==> src/rtl/selection_pkg.sv <==
// Shared types, widths, note constants and melody tables for the selection judge.
package selection_pkg;

  localparam int unsigned NUM_DIGITS = 7;
  localparam int unsigned DIGIT_W    = 4;
  localparam int unsigned CODE_W     = NUM_DIGITS * DIGIT_W;
  localparam int unsigned NOTE_W     = 3;
  localparam int unsigned MAX_NOTES  = 7;
  localparam int unsigned MELODY_W   = NOTE_W * MAX_NOTES;
  localparam int unsigned LEN_W      = 3;
  localparam int unsigned TICK_W     = 28;
  localparam int unsigned CNT_W      = 3;
  localparam int unsigned IDX_W      = 3;

  typedef enum logic [2:0] {
    IDLE,
    CAPTURE,
    COMPARE,
    GRADE,
    ANNOUNCE,
    DONE
  } state_e;

  typedef logic [NOTE_W-1:0] note_t;

  localparam note_t NOTE_OFF = 3'd0;
  localparam note_t NOTE_DO  = 3'd1;
  localparam note_t NOTE_RE  = 3'd2;
  localparam note_t NOTE_MI  = 3'd3;
  localparam note_t NOTE_FA  = 3'd4;
  localparam note_t NOTE_SO  = 3'd5;
  localparam note_t NOTE_LA  = 3'd6;
  localparam note_t NOTE_TI  = 3'd7;

  localparam logic [CNT_W-1:0] WIN_MIN = 3'd4;

  // First note sits in notes[2:0]; len counts how many notes are played.
  typedef struct packed {
    logic [LEN_W-1:0]    len;
    logic [MELODY_W-1:0] notes;
  } melody_t;

  localparam melody_t MEL_JACKPOT = {3'd7, NOTE_TI, NOTE_LA, NOTE_SO, NOTE_FA,
                                     NOTE_MI, NOTE_RE, NOTE_DO};
  localparam melody_t MEL_BIG     = {3'd3, NOTE_OFF, NOTE_OFF, NOTE_OFF, NOTE_OFF,
                                     NOTE_SO, NOTE_MI, NOTE_DO};
  localparam melody_t MEL_SMALL   = {3'd1, NOTE_OFF, NOTE_OFF, NOTE_OFF, NOTE_OFF,
                                     NOTE_OFF, NOTE_OFF, NOTE_DO};
  localparam melody_t MEL_NONE    = '0;

  function automatic note_t note_at(input logic [MELODY_W-1:0] notes,
                                    input logic [LEN_W-1:0] idx);
    return notes[int'(idx)*NOTE_W +: NOTE_W];
  endfunction

  function automatic logic [DIGIT_W-1:0] digit_at(input logic [CODE_W-1:0] c,
                                                  input logic [IDX_W-1:0] idx);
    return c[int'(idx)*DIGIT_W +: DIGIT_W];
  endfunction

endpackage

==> src/rtl/selection_judge_note_sequencer.sv <==
// Plays a packed note list on bell_code: each note for NOTE_TICKS cycles, then GAP_TICKS of silence.
module note_sequencer
  import selection_pkg::*;
#(
  parameter int unsigned NOTE_TICKS = 12500000,
  parameter int unsigned GAP_TICKS  = 2500000
) (
  input  logic                clk,
  input  logic                rst,
  input  logic                start,
  input  logic                stop,
  input  logic [MELODY_W-1:0] melody,
  input  logic [LEN_W-1:0]    length,
  output logic [NOTE_W-1:0]   bell_code,
  output logic                note_start_c,
  output logic                finished_c
);

  localparam bit                HAS_GAP   = (GAP_TICKS != 0);
  localparam logic [TICK_W-1:0] NOTE_LAST = TICK_W'(NOTE_TICKS - 1);
  localparam logic [TICK_W-1:0] GAP_LAST  = HAS_GAP ? TICK_W'(GAP_TICKS - 1) : '0;

  logic                active_q, active_d;
  logic                in_gap_q, in_gap_d;
  logic [TICK_W-1:0]   tick_q, tick_d;
  logic [LEN_W-1:0]    idx_q, idx_d;
  logic [MELODY_W-1:0] mel_q, mel_d;
  logic [LEN_W-1:0]    len_q, len_d;
  note_t               bell_q, bell_d;

  logic note_end, gap_end, seg_end, last_note;

  // Segment boundary decode; a note without a gap ends its segment directly.
  always_comb begin
    note_end  = active_q && !in_gap_q && (tick_q == NOTE_LAST);
    gap_end   = active_q && in_gap_q && (tick_q == GAP_LAST);
    seg_end   = HAS_GAP ? gap_end : note_end;
    last_note = (idx_q == len_q - LEN_W'(1));
  end

  assign note_start_c = start || (seg_end && !last_note);
  assign finished_c   = seg_end && last_note;
  assign bell_code    = bell_q;

  always_comb begin
    active_d = active_q;
    in_gap_d = in_gap_q;
    tick_d   = tick_q;
    idx_d    = idx_q;
    mel_d    = mel_q;
    len_d    = len_q;
    bell_d   = bell_q;
    if (stop) begin
      active_d = 1'b0;
      in_gap_d = 1'b0;
      tick_d   = '0;
      idx_d    = '0;
      bell_d   = NOTE_OFF;
    end else if (start) begin
      active_d = 1'b1;
      in_gap_d = 1'b0;
      tick_d   = '0;
      idx_d    = '0;
      mel_d    = melody;
      len_d    = length;
      bell_d   = note_at(melody, LEN_W'(0));
    end else if (active_q) begin
      if (HAS_GAP && note_end) begin
        in_gap_d = 1'b1;
        tick_d   = '0;
        bell_d   = NOTE_OFF;
      end else if (seg_end) begin
        tick_d   = '0;
        in_gap_d = 1'b0;
        if (last_note) begin
          active_d = 1'b0;
          idx_d    = '0;
          bell_d   = NOTE_OFF;
        end else begin
          idx_d  = idx_q + LEN_W'(1);
          bell_d = note_at(mel_q, idx_q + LEN_W'(1));
        end
      end else begin
        tick_d = tick_q + TICK_W'(1);
      end
    end
  end

  always_ff @(posedge clk or posedge rst) begin
    if (rst) begin
      active_q <= 1'b0;
      in_gap_q <= 1'b0;
      tick_q   <= '0;
      idx_q    <= '0;
      mel_q    <= '0;
      len_q    <= '0;
      bell_q   <= NOTE_OFF;
    end else begin
      active_q <= active_d;
      in_gap_q <= in_gap_d;
      tick_q   <= tick_d;
      idx_q    <= idx_d;
      mel_q    <= mel_d;
      len_q    <= len_d;
      bell_q   <= bell_d;
    end
  end

endmodule

==> src/rtl/selection_judge.sv <==
// Snapshots the stopped digit code, grades it against target and plays a grade jingle.
// JUDGE_PARTIAL_MELODY_EN enables the 4..6 and 1..3 match jingles; otherwise only a jackpot plays.
module selection_judge
  import selection_pkg::*;
#(
  parameter int unsigned NOTE_TICKS = 12500000,
  parameter int unsigned GAP_TICKS  = 2500000
) (
  input  logic                  clk,
  input  logic                  rst,
  input  logic [NUM_DIGITS-1:0] flag,
  input  logic [CODE_W-1:0]     code,
  input  logic [CODE_W-1:0]     target,
  output logic [NOTE_W-1:0]     bell_code,
  output logic [CNT_W-1:0]      match_cnt,
  output logic                  win,
  output logic                  blink_en,
  output logic                  busy,
  output logic                  done
);

  state_e                  state_q, state_d;
  logic [NUM_DIGITS-1:0]   prev_flag_q, prev_flag_d;
  logic [CODE_W-1:0]       snap_q, snap_d;
  logic [IDX_W-1:0]        idx_q, idx_d;
  logic [CNT_W-1:0]        cnt_q, cnt_d;
  logic [CNT_W-1:0]        match_cnt_q, match_cnt_d;
  logic                    win_q, win_d;
  logic                    blink_q, blink_d;
  logic                    busy_q, busy_d;
  logic                    done_q, done_d;

  logic    start_c, stop_c, note_start_c, finished_c, flag_run;
  melody_t mel_sel;

  always_comb begin
    mel_sel = MEL_NONE;
    if (cnt_q == CNT_W'(NUM_DIGITS)) begin
      mel_sel = MEL_JACKPOT;
    end
`ifdef JUDGE_PARTIAL_MELODY_EN
    else if (cnt_q >= WIN_MIN) begin
      mel_sel = MEL_BIG;
    end else if (cnt_q != '0) begin
      mel_sel = MEL_SMALL;
    end
`endif
  end

  always_comb begin
    state_d     = state_q;
    prev_flag_d = flag;
    snap_d      = snap_q;
    idx_d       = idx_q;
    cnt_d       = cnt_q;
    match_cnt_d = match_cnt_q;
    win_d       = win_q;
    start_c     = 1'b0;
    stop_c      = 1'b0;
    flag_run    = (flag != '0);
    case (state_q)
      IDLE: begin
        if ((prev_flag_q != '0) && !flag_run) begin
          state_d = CAPTURE;
          snap_d  = code;
          cnt_d   = '0;
          idx_d   = '0;
        end
      end
      CAPTURE: state_d = COMPARE;
      COMPARE: begin
        if (digit_at(snap_q, idx_q) == digit_at(target, idx_q)) begin
          cnt_d = cnt_q + CNT_W'(1);
        end
        idx_d = idx_q + IDX_W'(1);
        if (idx_q == IDX_W'(NUM_DIGITS - 1)) begin
          state_d = GRADE;
          idx_d   = '0;
        end
      end
      GRADE: begin
        match_cnt_d = cnt_q;
        win_d       = (cnt_q >= WIN_MIN);
        if (mel_sel.len != '0) begin
          state_d = ANNOUNCE;
          start_c = 1'b1;
        end else begin
          state_d = DONE;
        end
      end
      ANNOUNCE: begin
        if (finished_c) begin
          state_d = DONE;
        end
      end
      DONE: begin
        if (flag_run) begin
          state_d     = IDLE;
          match_cnt_d = '0;
          win_d       = 1'b0;
        end
      end
      default: state_d = IDLE;
    endcase
    // A sequencer restarting mid-run abandons the judgement.
    if (flag_run && (state_q inside {CAPTURE, COMPARE, GRADE, ANNOUNCE})) begin
      state_d     = IDLE;
      stop_c      = 1'b1;
      start_c     = 1'b0;
      idx_d       = '0;
      match_cnt_d = '0;
      win_d       = 1'b0;
    end
    busy_d = (state_d inside {CAPTURE, COMPARE, GRADE, ANNOUNCE});
    done_d = (state_d == DONE);
  end

  // Blink flips on every note start of a winning jingle and drops once it ends.
  always_comb begin
    blink_d = blink_q;
    if (stop_c || finished_c) begin
      blink_d = 1'b0;
    end else if (note_start_c && win_d) begin
      blink_d = ~blink_q;
    end
  end

  note_sequencer #(
    .NOTE_TICKS (NOTE_TICKS),
    .GAP_TICKS  (GAP_TICKS)
  ) u_note_sequencer (
    .clk          (clk),
    .rst          (rst),
    .start        (start_c),
    .stop         (stop_c),
    .melody       (mel_sel.notes),
    .length       (mel_sel.len),
    .bell_code    (bell_code),
    .note_start_c (note_start_c),
    .finished_c   (finished_c)
  );

  always_ff @(posedge clk or posedge rst) begin
    if (rst) begin
      state_q     <= IDLE;
      prev_flag_q <= '0;
      snap_q      <= '0;
      idx_q       <= '0;
      cnt_q       <= '0;
      match_cnt_q <= '0;
      win_q       <= 1'b0;
      blink_q     <= 1'b0;
      busy_q      <= 1'b0;
      done_q      <= 1'b0;
    end else begin
      state_q     <= state_d;
      prev_flag_q <= prev_flag_d;
      snap_q      <= snap_d;
      idx_q       <= idx_d;
      cnt_q       <= cnt_d;
      match_cnt_q <= match_cnt_d;
      win_q       <= win_d;
      blink_q     <= blink_d;
      busy_q      <= busy_d;
      done_q      <= done_d;
    end
  end

  assign match_cnt = match_cnt_q;
  assign win       = win_q;
  assign blink_en  = blink_q;
  assign busy      = busy_q;
  assign done      = done_q;

endmodule

==> config.mk <==
export PLATFORM = sky130hd
export DESIGN_NAME = selection_judge
export DESIGN_NICKNAME = d
export VERILOG_FILES = /design/src/rtl/selection_pkg.sv /design/src/rtl/selection_judge_note_sequencer.sv /design/src/rtl/selection_judge.sv
export SDC_FILE = /design/constraint.sdc
export NUM_CORES = 1
export LEC_CHECK = 0
export BUFFER_PORTS_ARGS = -buffer_cell sky130_fd_sc_hd__buf_2
export CORE_ASPECT_RATIO = 1.2
export CORE_MARGIN = 5
export CORE_UTILIZATION = 63
export DETAILED_ROUTE_END_ITERATION = 8
export PLACE_DENSITY = 0.83
export SYNTH_ARGS = -nofsm -noshare
export SYNTH_HDL_FRONTEND = slang
export SYNTH_HIERARCHICAL = 1
export SYNTH_SLANG_ARGS = --single-unit
==> constraint.sdc <==
create_clock -name clk -period 5.1 [get_ports clk]
set_input_delay 0.765 -clock clk [delete_from_list [all_inputs] [get_ports clk]]
set_output_delay 0.765 -clock clk [all_outputs]
set_load 0.005 [all_outputs]
==> run metrics <==
outcome finished clean; number of DRC markers in iteration 0 171; syn_area_per_cell 11.1 um^2; CTS tree built; Die W 96.4 um; sequential element share of the synthesized area 49.2%; flops & latches, synth 111; Placed Cells 684; Final WS setup 1740 ps; Util after Layout 73.5%; dominant cells by area after synthesis dfrtp_1 49%, xor2_1 6.5%, mux2_1 5.6%; die area 0.0110 mm^2; Cell Chain, Critical Path buf_2 > or4_4 > nor4_4 > and2_1 > o311ai_0 > nor4_2 > nand4_1 > xor2_1 > nor2_1; hold wc startpoint match_cnt[2]; Tcrit/Tclk final 66.0%; gr usage total 22.5%; FF-to-FF End u_note_sequencer/tick_q[21]; DP Area 0.00608 mm^2; P&R area growth vs syn 12.7%; Tmin final 3360 ps; Post-synth EDFFs 0; CTS Sinks 111; max-cap violations 0; Final Hold Viols 0; slowest CP cell nor4_2; Clock Path Buffers 2; Ports 75; DP HPWL 7.96 mm; GPL Wtd Cong 0.815; post-synth top area share 49.2%; cell family with most CP delay simple AND/OR/NAND/NOR gates; Std-Cell Rows 37; CP Launch Type input port; PortBufs 74; detailed-route wire length per cell 16.2 um; RSZ-0062 raised after global routing no; 1st-pass router iterations 5; Worst Setup End Kind register; Clock Latency Late Sink 380 ps; Reg area 0.00278 mm^2; DR vias/cell 5.74; synthesized area 0.00564 mm^2; Antenna Nets Post-Route 0; CTS Buf Count 9; WHS Endpoint match_cnt[2]; Initial Util 65.2%; Buf+Inv Stages, Crit Path 1; largest net degree at the start of global routing 61; slew margin rel. 21.2%; prevailing post-synth register cell dfrtp_1; final instance area 0.00636 mm^2; Cells after Synth 507; P_leak 3.04 nW; kind of critical path input port to register; antenna diode count 0; achievable clock frequency 297 MHz; antenna violations before repair 0; FF-to-FF Start state_q[0]; flop-to-flop setup slack 1770 ps; worst r2r path cells 7; DIE HEIGHT 114 um; Post-CTS Hold Buffers 0; Core Box Area 0.00866 mm^2; CP Max Fanout 9; Max Slew Vio Count 0; area of the multi-input gates 0.00273 mm^2; clock root cell clkbuf_8; Syn. warnings 6; pre-CTS setup slack 1430 ps; grt total ovfl 0; Vias 4,019; Distinct cells, synth 62; # setup viols final 0; # DRC 0; first-pass GRT wire length 19.6 mm; Crit path largest cell delay 790 ps; count leader, synth dfrtp_1; Post-CTS Setup Bufs 0; worst slew pin tran 1180 ps; WHS Path Cells 2; synth cell count leaders 111 x dfrtp_1, 53 x nor2_1, 42 x xor2_1; Setup Skew 12.5 ps; maximum vdd drop 0.000172 V; layout cells sized above 1 23.7%; pwr dens 277 mW/mm^2; number of global-route vias before repair 4,281; Non-Filler Instances 700; ys async rst share 100%; Critical Path Stages 9; fill count 626; largest area contributor in the netlist dfrtp_1; Setup TNS 0 ps; Nets 648; CP arrival 3600 ps; Total Routed Length 11.3 mm; Worst EP required 5340 ps; H-tree level count 3; worst hold path type register to register; post-cts sizing count 0; Worst-path clk slew 100 ps
worst max path at each step:
stage / from / to / slack (ps)
finish: flag[2] / u_note_sequencer/tick_q[21] / 1740
CTS: flag[2] / u_note_sequencer/tick_q[13] / 1800
global placement: flag[2] / u_note_sequencer/tick_q[24] / 1490
floorplan: flag[2] / u_note_sequencer/mel_q[17] / 2020
global route: state_q[2] / u_note_sequencer/tick_q[21] / 1430
detailed placement: flag[2] / u_note_sequencer/tick_q[13] / 1430
sequential cells by signal (all words and copies together), names as in the netlist, 3 cells and up:
signal                      count
snap_q                         28
u_note_sequencer/tick_q        28
u_note_sequencer/mel_q         21
prev_flag_q                     7
cnt_q                           3
idx_q                           3
match_cnt                       3
state_q                         3
u_note_sequencer/bell_code      3
u_note_sequencer/idx_q          3
u_note_sequencer/len_q          3
where the power goes:
part,internal [mW],switching (mW),total [mW]
clock network,0.403,0.295,0.698
registers,0.914,0.0235,0.937
logic,0.0666,0.0592,0.126
kinds of logic after synthesis:
logic type | Yosys count | synth area share [%]
xor+xnor | 60 | 9.55
compound gates | 55 | 6.38
simple gates | 170 | 15.9
mux | 68 | 14.7
buf+inv | 37 | 3.06
fa+ha+maj | 5 | 1.11
other cells | 1 | 0.0664
flops | 111 | 49.2
worst min-delay path, stage by stage (launching register included):
cell,delay [ps]
dfrtp_1,350
nand2_1,50
nand2_1,50
layer usage:
metal / wire (um) / track usage (%)
met1: 4770 / 30.1
met2: 5940 / 36.7
met3: 394 / 3.83
met4: 206 / 8.14
met5: 0 / 0
cell usage in the layout, fill, tap and decap left out, drive strengths merged, types with 11 or more instances in the layout:
| cell | instances |
|---|---|
| dfrtp | 111 |
| buf | 76 |
| nor2 | 53 |
| mux2 | 53 |
| xor2 | 42 |
| nand2 | 35 |
| o21ai | 18 |
| xnor2 | 17 |
| nand3 | 15 |
| nor3 | 12 |
| a21oi | 12 |
| inv | 12 |
| clkbuf | 11 |
stage by stage:
| step | hold WS [ps] | power (mW) |
|---|---|---|
| CTS | 486 | 1.78 |
| global route | 507 | 1.84 |
| floorplan | 470 | 1.03 |
| finish | 481 | 1.76 |
| detailed placement | 463 | 1.08 |
| global placement | 461 | 1.07 |
layout make-up:
type                            instances  share of cell area, %
Sequential cell                       111                   43.6
Clock buffer                           11                   2.38
Tap cell                              117                   2.30
Timing Repair Buffer                   76                   6.06
Clock inverter                          5                   2.01
Multi-Input combinational cell        367                   42.8
Inverter                               13                  0.767
Note: power is estimated with default switching activity, not from simulation.
